[config.mk]
export PLATFORM = sky130hd
export DESIGN_NAME = spi_cmd_decoder
export DESIGN_NICKNAME = d
export VERILOG_FILES = /design/src/rtl/spi_cmd_decoder_pkg.sv /design/src/rtl/spi_cmd_decoder_sync_edge.sv /design/src/rtl/spi_cmd_decoder.sv
export SDC_FILE = /design/constraint.sdc
export NUM_CORES = 1
export LEC_CHECK = 0
export CAP_MARGIN = 25
export CORE_ASPECT_RATIO = 1.2
export CORE_MARGIN = 1.5
export CORE_UTILIZATION = 28
export CTS_CLUSTER_SIZE = 14
export DETAILED_ROUTE_END_ITERATION = 12
export HOLD_SLACK_MARGIN = 0.1
export PLACE_DENSITY = 0.53
export SYNTH_ARGS = -nofsm -noshare
export SYNTH_HDL_FRONTEND = slang
export SYNTH_SLANG_ARGS = --single-unit
[constraint.sdc]
create_clock -name clk -period 4.6 [get_ports clk]
set_clock_uncertainty 0.15 [all_clocks]
set_input_delay 0.69 -clock clk [delete_from_list [all_inputs] [get_ports clk]]
set_output_delay 0.69 -clock clk [all_outputs]
set_load 0.005 [all_outputs]
[src/rtl/spi_cmd_decoder_pkg.sv]
`default_nettype none
// ============================================================================
// Module      : spi_cmd_decoder_pkg
// Description : Opcodes, FSM state encoding and helpers shared by the SPI
//               command decoder and its sub-modules.
// Revision    : 1.0 - initial release
// ============================================================================
package spi_cmd_decoder_pkg;

    // Command opcodes carried in the first byte of every frame
    localparam logic [7:0] OP_READ_COUNT = 8'h01;
    localparam logic [7:0] OP_WRITE_REG  = 8'h02;
    localparam logic [7:0] OP_READ_REG   = 8'h03;
    localparam logic [7:0] OP_START      = 8'h10;
    localparam logic [7:0] OP_STOP       = 8'h11;

    // Byte presented to the master before a command has been decoded
    localparam logic [7:0] DEF_IDLE_BYTE = 8'hA5;

    // Decoder FSM states
    typedef enum logic [2:0] {
        ST_IDLE   = 3'd0,
        ST_CMD    = 3'd1,
        ST_ADDR   = 3'd2,
        ST_WDATA  = 3'd3,
        ST_RDATA  = 3'd4,
        ST_RCOUNT = 3'd5,
        ST_IGNORE = 3'd6
    } state_t;

    // Select byte i of a 32-bit word, MSB first (i=0 -> [31:24])
    function automatic logic [7:0] count_byte(input logic [31:0] w, input logic [1:0] i);
        logic [31:0] s;
        s = w >> {~i, 3'b000};
        return s[7:0];
    endfunction

endpackage
`default_nettype wire

[src/rtl/spi_cmd_decoder_sync_edge.sv]
`default_nettype none
// ============================================================================
// Module      : spi_cmd_decoder_sync_edge
// Description : 2-FF synchronizer for an asynchronous level, followed by a
//               third flop used for edge detection. rise/fall are single
//               clk-cycle pulses.
// Revision    : 1.0 - initial release
// ============================================================================
module spi_cmd_decoder_sync_edge #(
    parameter logic RESET_LEVEL = 1'b0
) (
    input  logic clk,
    input  logic rst,
    input  logic din,
    output logic rise,
    output logic fall
);

    // sync_q[0], sync_q[1] form the synchronizer; sync_q[2] holds the previous level
    logic [2:0] sync_q;
    logic [2:0] sync_d;

    // Shift the raw input through the chain
    always_comb begin
        sync_d = {sync_q[1:0], din};
    end

    // Chain resets to the idle level so no spurious edge follows reset
    always_ff @(posedge clk or posedge rst) begin
        if (rst) begin
            sync_q <= {3{RESET_LEVEL}};
        end else begin
            sync_q <= sync_d;
        end
    end

    assign rise = sync_q[1] & ~sync_q[2];
    assign fall = ~sync_q[1] & sync_q[2];

endmodule
`default_nettype wire

[src/rtl/spi_cmd_decoder.sv]
`default_nettype none
// ============================================================================
// Module      : spi_cmd_decoder
// Description : System-clock command layer behind the SPI slave. Parses
//               framed commands, owns the config register file and the
//               photon-count readback, and selects the next MISO byte.
// Revision    : 1.0 - initial release
// ============================================================================
module spi_cmd_decoder
    import spi_cmd_decoder_pkg::*;
#(
    parameter int         NREGS     = 8,
    parameter int         CNT_W     = 32,
    parameter logic [7:0] IDLE_BYTE = DEF_IDLE_BYTE
) (
    input  logic               clk,
    input  logic               rst,
    input  logic               cs_n_async,
    input  logic               byte_busy,
    input  logic [7:0]         rx_byte,
    output logic [7:0]         tx_byte,
    input  logic [CNT_W-1:0]   count_in,
    output logic [NREGS*8-1:0] cfg_regs,
    output logic               cmd_start,
    output logic               cmd_stop,
    output logic               frame_err
);

    localparam int AW = $clog2(NREGS);

    logic cs_rise;
    logic cs_fall;
    logic byte_done;
    logic busy_rise_unused;

    state_t        state_q,    state_d;
    logic [AW-1:0] ptr_q,      ptr_d;
    logic          wr_q,       wr_d;
    logic [2:0]    byte_idx_q, byte_idx_d;
    logic [31:0]   shadow_q,   shadow_d;
    logic [7:0]    tx_q,       tx_d;
    logic          start_q,    start_d;
    logic          stop_q,     stop_d;
    logic          err_q,      err_d;
    logic          reg_we;
    logic [AW-1:0] addr;
    logic          addr_bad;

    // Burst pointer advance with wrap for non power-of-two register counts
    function automatic logic [AW-1:0] wrap_inc(input logic [AW-1:0] p);
        return (p == AW'(NREGS - 1)) ? '0 : p + 1'b1;
    endfunction

    // Chip select idles high, busy idles low
    spi_cmd_decoder_sync_edge #(.RESET_LEVEL(1'b1)) u_cs_sync (
        .clk  (clk),
        .rst  (rst),
        .din  (cs_n_async),
        .rise (cs_rise),
        .fall (cs_fall)
    );

    spi_cmd_decoder_sync_edge #(.RESET_LEVEL(1'b0)) u_busy_sync (
        .clk  (clk),
        .rst  (rst),
        .din  (byte_busy),
        .rise (busy_rise_unused),
        .fall (byte_done)
    );

    assign addr     = rx_byte[AW-1:0];
    assign addr_bad = ({1'b0, rx_byte} >= 9'(NREGS));

    // Next-state, tx byte and pulse decode; a completed byte is handled before any cs edge
    always_comb begin
        state_d    = state_q;
        ptr_d      = ptr_q;
        wr_d       = wr_q;
        byte_idx_d = byte_idx_q;
        shadow_d   = shadow_q;
        tx_d       = tx_q;
        start_d    = 1'b0;
        stop_d     = 1'b0;
        err_d      = 1'b0;
        reg_we     = 1'b0;

        if (byte_done) begin
            case (state_q)
                ST_CMD: begin
                    case (rx_byte)
                        OP_READ_COUNT: begin
                            shadow_d   = 32'(count_in);
                            tx_d       = count_byte(32'(count_in), 2'd0);
                            byte_idx_d = 3'd1;
                            state_d    = ST_RCOUNT;
                        end
                        OP_WRITE_REG: begin
                            wr_d    = 1'b1;
                            state_d = ST_ADDR;
                        end
                        OP_READ_REG: begin
                            wr_d    = 1'b0;
                            state_d = ST_ADDR;
                        end
                        OP_START: begin
                            start_d = 1'b1;
                            tx_d    = 8'h00;
                            state_d = ST_IGNORE;
                        end
                        OP_STOP: begin
                            stop_d  = 1'b1;
                            tx_d    = 8'h00;
                            state_d = ST_IGNORE;
                        end
                        default: begin
                            err_d   = 1'b1;
                            tx_d    = 8'h00;
                            state_d = ST_IGNORE;
                        end
                    endcase
                end
                ST_ADDR: begin
                    if (addr_bad) begin
                        err_d   = 1'b1;
                        tx_d    = 8'h00;
                        state_d = ST_IGNORE;
                    end else if (wr_q) begin
                        ptr_d   = addr;
                        state_d = ST_WDATA;
                    end else begin
                        tx_d    = cfg_regs[{addr, 3'b000} +: 8];
                        ptr_d   = wrap_inc(addr);
                        state_d = ST_RDATA;
                    end
                end
                ST_WDATA: begin
                    reg_we = 1'b1;
                    ptr_d  = wrap_inc(ptr_q);
                end
                ST_RDATA: begin
                    tx_d  = cfg_regs[{ptr_q, 3'b000} +: 8];
                    ptr_d = wrap_inc(ptr_q);
                end
                ST_RCOUNT: begin
                    if (byte_idx_q != 3'd0 && byte_idx_q < 3'd4) begin
                        tx_d       = count_byte(shadow_q, byte_idx_q[1:0]);
                        byte_idx_d = byte_idx_q + 3'd1;
                    end else begin
                        tx_d = 8'h00;
                    end
                end
                ST_IGNORE: begin
                    tx_d = 8'h00;
                end
                default: begin
                    // IDLE: bytes outside a frame are dropped
                end
            endcase
        end

        if (cs_rise) begin
            state_d = ST_IDLE;
            tx_d    = IDLE_BYTE;
        end

        // A fall seen without its preceding rise restarts the frame
        if (cs_fall) begin
            state_d = ST_CMD;
            tx_d    = IDLE_BYTE;
        end
    end

    // Control and datapath registers
    always_ff @(posedge clk or posedge rst) begin
        if (rst) begin
            state_q    <= ST_IDLE;
            ptr_q      <= '0;
            wr_q       <= 1'b0;
            byte_idx_q <= 3'd0;
            shadow_q   <= '0;
            tx_q       <= IDLE_BYTE;
            start_q    <= 1'b0;
            stop_q     <= 1'b0;
            err_q      <= 1'b0;
        end else begin
            state_q    <= state_d;
            ptr_q      <= ptr_d;
            wr_q       <= wr_d;
            byte_idx_q <= byte_idx_d;
            shadow_q   <= shadow_d;
            tx_q       <= tx_d;
            start_q    <= start_d;
            stop_q     <= stop_d;
            err_q      <= err_d;
        end
    end

    // One 8-bit config register per slot, written from the burst pointer
    for (genvar gi = 0; gi < NREGS; gi++) begin : g_regs
        logic [7:0] reg_q;
        logic [7:0] reg_d;

        // Load rx_byte when the burst pointer selects this slot
        always_comb begin
            reg_d = reg_q;
            if (reg_we && ptr_q == AW'(gi)) begin
                reg_d = rx_byte;
            end
        end

        // Register storage
        always_ff @(posedge clk or posedge rst) begin
            if (rst) begin
                reg_q <= 8'h00;
            end else begin
                reg_q <= reg_d;
            end
        end

        assign cfg_regs[8*gi +: 8] = reg_q;
    end

    assign tx_byte   = tx_q;
    assign cmd_start = start_q;
    assign cmd_stop  = stop_q;
    assign frame_err = err_q;

endmodule
`default_nettype wire

Yosys cells after proc, flatten, opt, wreduce, memory -nomap -nowiden
Cells that the tools add are included.
Storage, ports and cells
  input bits: 44
  bits in registers: 123
  logic and storage cells: 120
  output and inout bits: 75
Operators by class
  shifts and indexed selects: 3
  reductions and logical operators: 26
  mux-type cells: 36
  equal/unequal tests: 24
  add/subtract/negate cells: 3
  magnitude comparators: 2
  bitwise operators: 7
Operator list (count)
  $shiftx A64 B7 Y8: 2
  $mux W8: 6
  $pmux W8 S5: 1
  $mux W3: 11
  $shr A32 B5 Y8: 1
  $eq A3 B3 Y1 const B: 8
  $pmux W3 S2: 4
  $eq A8 B2 Y1 const B: 2
  $eq A8 B5 Y1 const B: 2
  $pmux W8 S2: 1
  $eq A3 B2 Y1 const B: 4
  $mux W1: 11
  $add A3 B1 Y3 const B: 3
  $logic_and A1 B1 Y1: 9
  $reduce_and A3 Y1: 3
  $eq A8 B1 Y1 const B: 1
  $ge A8 B4 Y1 const B: 1
  $reduce_and A4 Y1: 2
  $reduce_bool A7 Y1: 1
  $eq A3 B1 Y1 const B: 2
  $ne A2 B2 Y1 const B: 3
  $reduce_bool A2 Y1: 3
  $reduce_bool A3 Y1: 2
  $ne A5 B5 Y1 const B: 1
  11 further kinds: 17

Longest topological paths before layout
  depth in word-level cells: 7
  depth in mapped cells: 9
  mapped depth without buffers: 7

Modules after synthesis
A second synthesis with hierarchy kept.
Second synthesis, totals
  cells, all modules: 492
  area total of the unflattened synthesis: 6316.1 sq um
Modules (own cells, without submodules)
  spi_cmd_decoder: seq. area each 2932.8 sq um, cells each 480, area each 6124.6 sq um, times used 1
  spi_cmd_decoder_sync_edge (u_cs_sync): seq. area each 78.8 sq um, cells each 6, area each 97.6 sq um, times used 1
  spi_cmd_decoder_sync_edge (u_busy_sync): seq. area each 75.1 sq um, cells each 6, area each 93.8 sq um, times used 1

Least setup slack after synthesis
Ideal clock, no wire load.
  path kind: in2reg
  from: in rx_byte[1]
  to: reg byte_idx_q[0]
  buffers on the path: 2
  slack: 1.840 ns
  required time: 4.325 ns
  arrival time: 2.485 ns
  cell stages on the path: 9
  library setup time: 0.125 ns
  path through: buf_2 buf_2 clkinv_1 ha_1 nor3b_2 nand2_1 nor2_1 o211ai_1 mux2_2
Between the ends
  longest elaborated chain between the ends: 3
Ends and longest elaborated chain
  from (decl): line spi_cmd_decoder.sv:20  | input logic [7:0] rx_byte,
  $eq A8 B1 Y1: line spi_cmd_decoder.sv:90  | case (rx_byte)
  $ne A2 B2 Y1 (no line)
  $reduce_and A4 Y1 (no line)
  to (signal assigned): line spi_cmd_decoder.sv:189  | byte_idx_q <= byte_idx_d;
  to (decl): line spi_cmd_decoder.sv:39  | logic [2:0] byte_idx_q, byte_idx_d;
Every way passes these cells.
A chain may end at the register's enable or synchronous reset.

Worst setup path after layout
Ends and elaborated chain as after synthesis.

==> impl_metrics.env <==
export IMPL_power_density_nw_per_um2=464
export IMPL_slew_limit_headroom_pct=50.0
export IMPL_postCtsResizedCells=0
export IMPL_ir_drop_uv=297
export IMPL_io_pins=119
export IMPL_synth_yosys_warnings=0
export IMPL_clk_pin_slew_ns=0.06
export IMPL_rr_endpoint="g_regs[6].reg_q[6]"
export IMPL_ys_seq_area_share_pct=47.1
export IMPL_worstMarginPinSlew_ns=0.747
export IMPL_holdWs_ns=0.204
export IMPL_detail_route_antenna_nets=0
export IMPL_insertion_delay_ns=0.42
export IMPL_hold_buffers=0
export IMPL_setup_violations=0
export IMPL_cp_end_kind="register"
export IMPL_drv_cap=0
export IMPL_clock_sinks=123
export IMPL_area_growth_pct=32.1
export IMPL_synth_edff_count=0
export IMPL_fin_nets=687
export IMPL_antenna_found_initial=0
export IMPL_hold_viol=0
export IMPL_dr_pass1_iters=5
export IMPL_p_leak_nw=3.73
export IMPL_wl_per_cell_um=20.4
export IMPL_vias_per_cell=5.03
export IMPL_cts_root_buf="clkbuf_16"
export IMPL_grt_use_total_pct=16.9
export IMPL_stdcell_count=956
export IMPL_via_count=4806
export IMPL_synth_flop_cell="dfrtp_1"
export IMPL_die_x_um=143
export IMPL_async_reset_ff_share_pct=100
export IMPL_drive_above_1_share_pct=28.7
export IMPL_avgSynthCellArea_um2=12.6
export IMPL_rrSetupSlack_ns=2.01
export IMPL_start_util_pct=28.5
export IMPL_fmax_mhz=314
export IMPL_fin_crit_ns=3.18
export IMPL_clock_tree_htree_level_count=4
export IMPL_cts_path_max_buffers=2
export IMPL_yosys_register_bits=123
export IMPL_grt_max_degree=75
export IMPL_post_cts_buffers=0
export IMPL_critical_path_required_ns=4.76
export IMPL_finalWirelength_um=19500
export IMPL_gp_congestion=0.875
export IMPL_netlist_top_cells_area="dfrtp_1 44%, mux2_2 17%, mux4_2 10%, ha_1 2.9%, dfstp_2 2.8%"
export IMPL_hp_class="reg2reg"
export IMPL_antennaDiodeCount=0
export IMPL_critical_path_max_fanout=20
export IMPL_core_um2=23000
export IMPL_setup_tns_ns=0
export IMPL_crit_end="byte_idx_q[0]"
export IMPL_synth_top_cell_area_share_pct=44.3
export IMPL_hpwl_um=14200
export IMPL_rsz0062_at_grt="no"
export IMPL_arrival_ns=3.34
export IMPL_synth_area_um2=6560
export IMPL_startpoint_type="input pin"
export IMPL_r2r_cells=4
export IMPL_syn_inst=520
export IMPL_overflow=0
export IMPL_crit_start="rx_byte[1]"
export IMPL_drt_iter0_markers=347
export IMPL_syn_num_nets=579
export IMPL_synth_cell_types=50
export IMPL_grt_pass1_vias=4968
export IMPL_rows=61
export IMPL_crit_type="in2reg"
export IMPL_chipHeight_um=171
export IMPL_grt_pass1_wl_um=30400
export IMPL_drv_slew=0
export IMPL_drc=0
export IMPL_min_period_over_period_pct=69.2
export IMPL_cts_tree="built"
export IMPL_io_buffers=118
export IMPL_die_area_um2=24400
export IMPL_cts_buffers=17
export IMPL_r2r_start="state_q[1]"
export IMPL_dp_cells=922
export IMPL_synth_top_area_cell="dfrtp_1"
export IMPL_status="complete, no violations"
==> cell families after synthesis <==
family          count (synthesis)  share of synthesized area (%)
fa+ha+maj                      15                           2.86
buf+inv                        56                           4.03
flops                         123                           47.1
mux                           141                           29.0
simple gates                  109                           9.14
compound gates                 76                           7.96
==> Yosys cell counts (8+ instances only) <==
cell type  number
a21oi_1         8
mux2i_1        12
nand3_1        15
inv_1          16
and2_1          8
nor2_1         11
o22ai_1         8
clkbuf_1       13
mux2_2         99
o21ai_0        21
mux4_2         29
buf_2          15
nand2_1        39
and3_1         10
ha_1           15
dfrtp_1       116
==> stage by stage <==
step / area [um^2] / setup WS [ns] / power (mW) / util [%]
6_report: 8670 / 1.42 / 4.02 / 37.6
4_1_cts: 8610 / 1.41 / 4.04 / 37.4
2_1_floorplan: 6560 / 0.501 / 2.07 / -
3_5_place_dp: 8010 / 0.954 / 2.64 / 34.7
5_1_grt: 8670 / 1.30 / 4.24 / 37.6
3_3_place_gp: 8010 / 1.03 / 2.62 / 34.7
==> worst min path at each step <==
stage / end / startpoint / slack [ns] / depth (start not counted)
2_1_floorplan: u_busy_sync.sync_q[1] / u_busy_sync.sync_q[0] / 0.18 / 0
3_3_place_gp: u_busy_sync.sync_q[1] / u_busy_sync.sync_q[0] / 0.19 / 0
5_1_grt: u_busy_sync.sync_q[1] / u_busy_sync.sync_q[0] / 0.22 / 0
6_report: u_busy_sync.sync_q[1] / u_busy_sync.sync_q[0] / 0.20 / 0
3_5_place_dp: u_busy_sync.sync_q[1] / u_busy_sync.sync_q[0] / 0.19 / 0
4_1_cts: u_busy_sync.sync_q[1] / u_busy_sync.sync_q[0] / 0.21 / 0
==> routing by layer <==
| metal | routed length [um] | global-route usage [%] |
|---|---|---|
| met5 | 0 | 0 |
| met4 | 300 | 5.65 |
| met3 | 1450 | 5.37 |
| met2 | 9490 | 27.6 |
| met1 | 8300 | 21.0 |
==> cells in the final DEF (no fill, tap or decap), types with 4 or more instances in the layout <==
cell,n
clkdlybuf4s50_1,118
dfrtp_1,116
mux2_2,99
nand2_1,39
mux4_2,29
o21ai_0,21
clkbuf_16,17
inv_1,15
nand3_1,15
ha_1,15
mux2i_1,12
nor2_1,11
and3_1,10
and2_1,8
a21oi_1,8
o22ai_1,8
a211oi_1,7
dfstp_2,7
o2111ai_1,6
buf_4,6
nand2b_1,4
or3_1,4
a32o_1,4
==> state kept, by name, indices dropped and copies added, names as in the netlist <==
name                cells
frame_err               1
tx_byte                 8
byte_idx_q              3
state_q                 3
ptr_q                   3
wr_q                    1
u_cs_sync.sync_q        3
g_regs.reg_q           64
shadow_q               32
cmd_stop                1
u_busy_sync.sync_q      3
cmd_start               1
==> final cells by class <==
class	count	area, um^2
flip-flops and latches	123	3090
repair buffers	127	1300
clock inverters	11	145
well taps	315	394
clock buffers	21	460
fillers	2231	14400
multi-input cells	341	3210
inverters	18	70.1
==> where the power goes <==
| group | internal (mW) | switching [mW] |
|---|---|---|
| clock network | 0.878 | 0.502 |
| registers | 1.26 | 0.221 |
| logic | 0.651 | 0.509 |
==> critical path, cell delays in order <==
cell	delay (ns)
clkdlybuf4s50_1	0.46
buf_4	0.28
clkinv_1	0.37
ha_1	0.33
nor3b_2	0.20
nand2_1	0.19
nor2_1	0.08
o211ai_1	0.35
mux2_2	0.38
(Power assumes the default switching activity.)
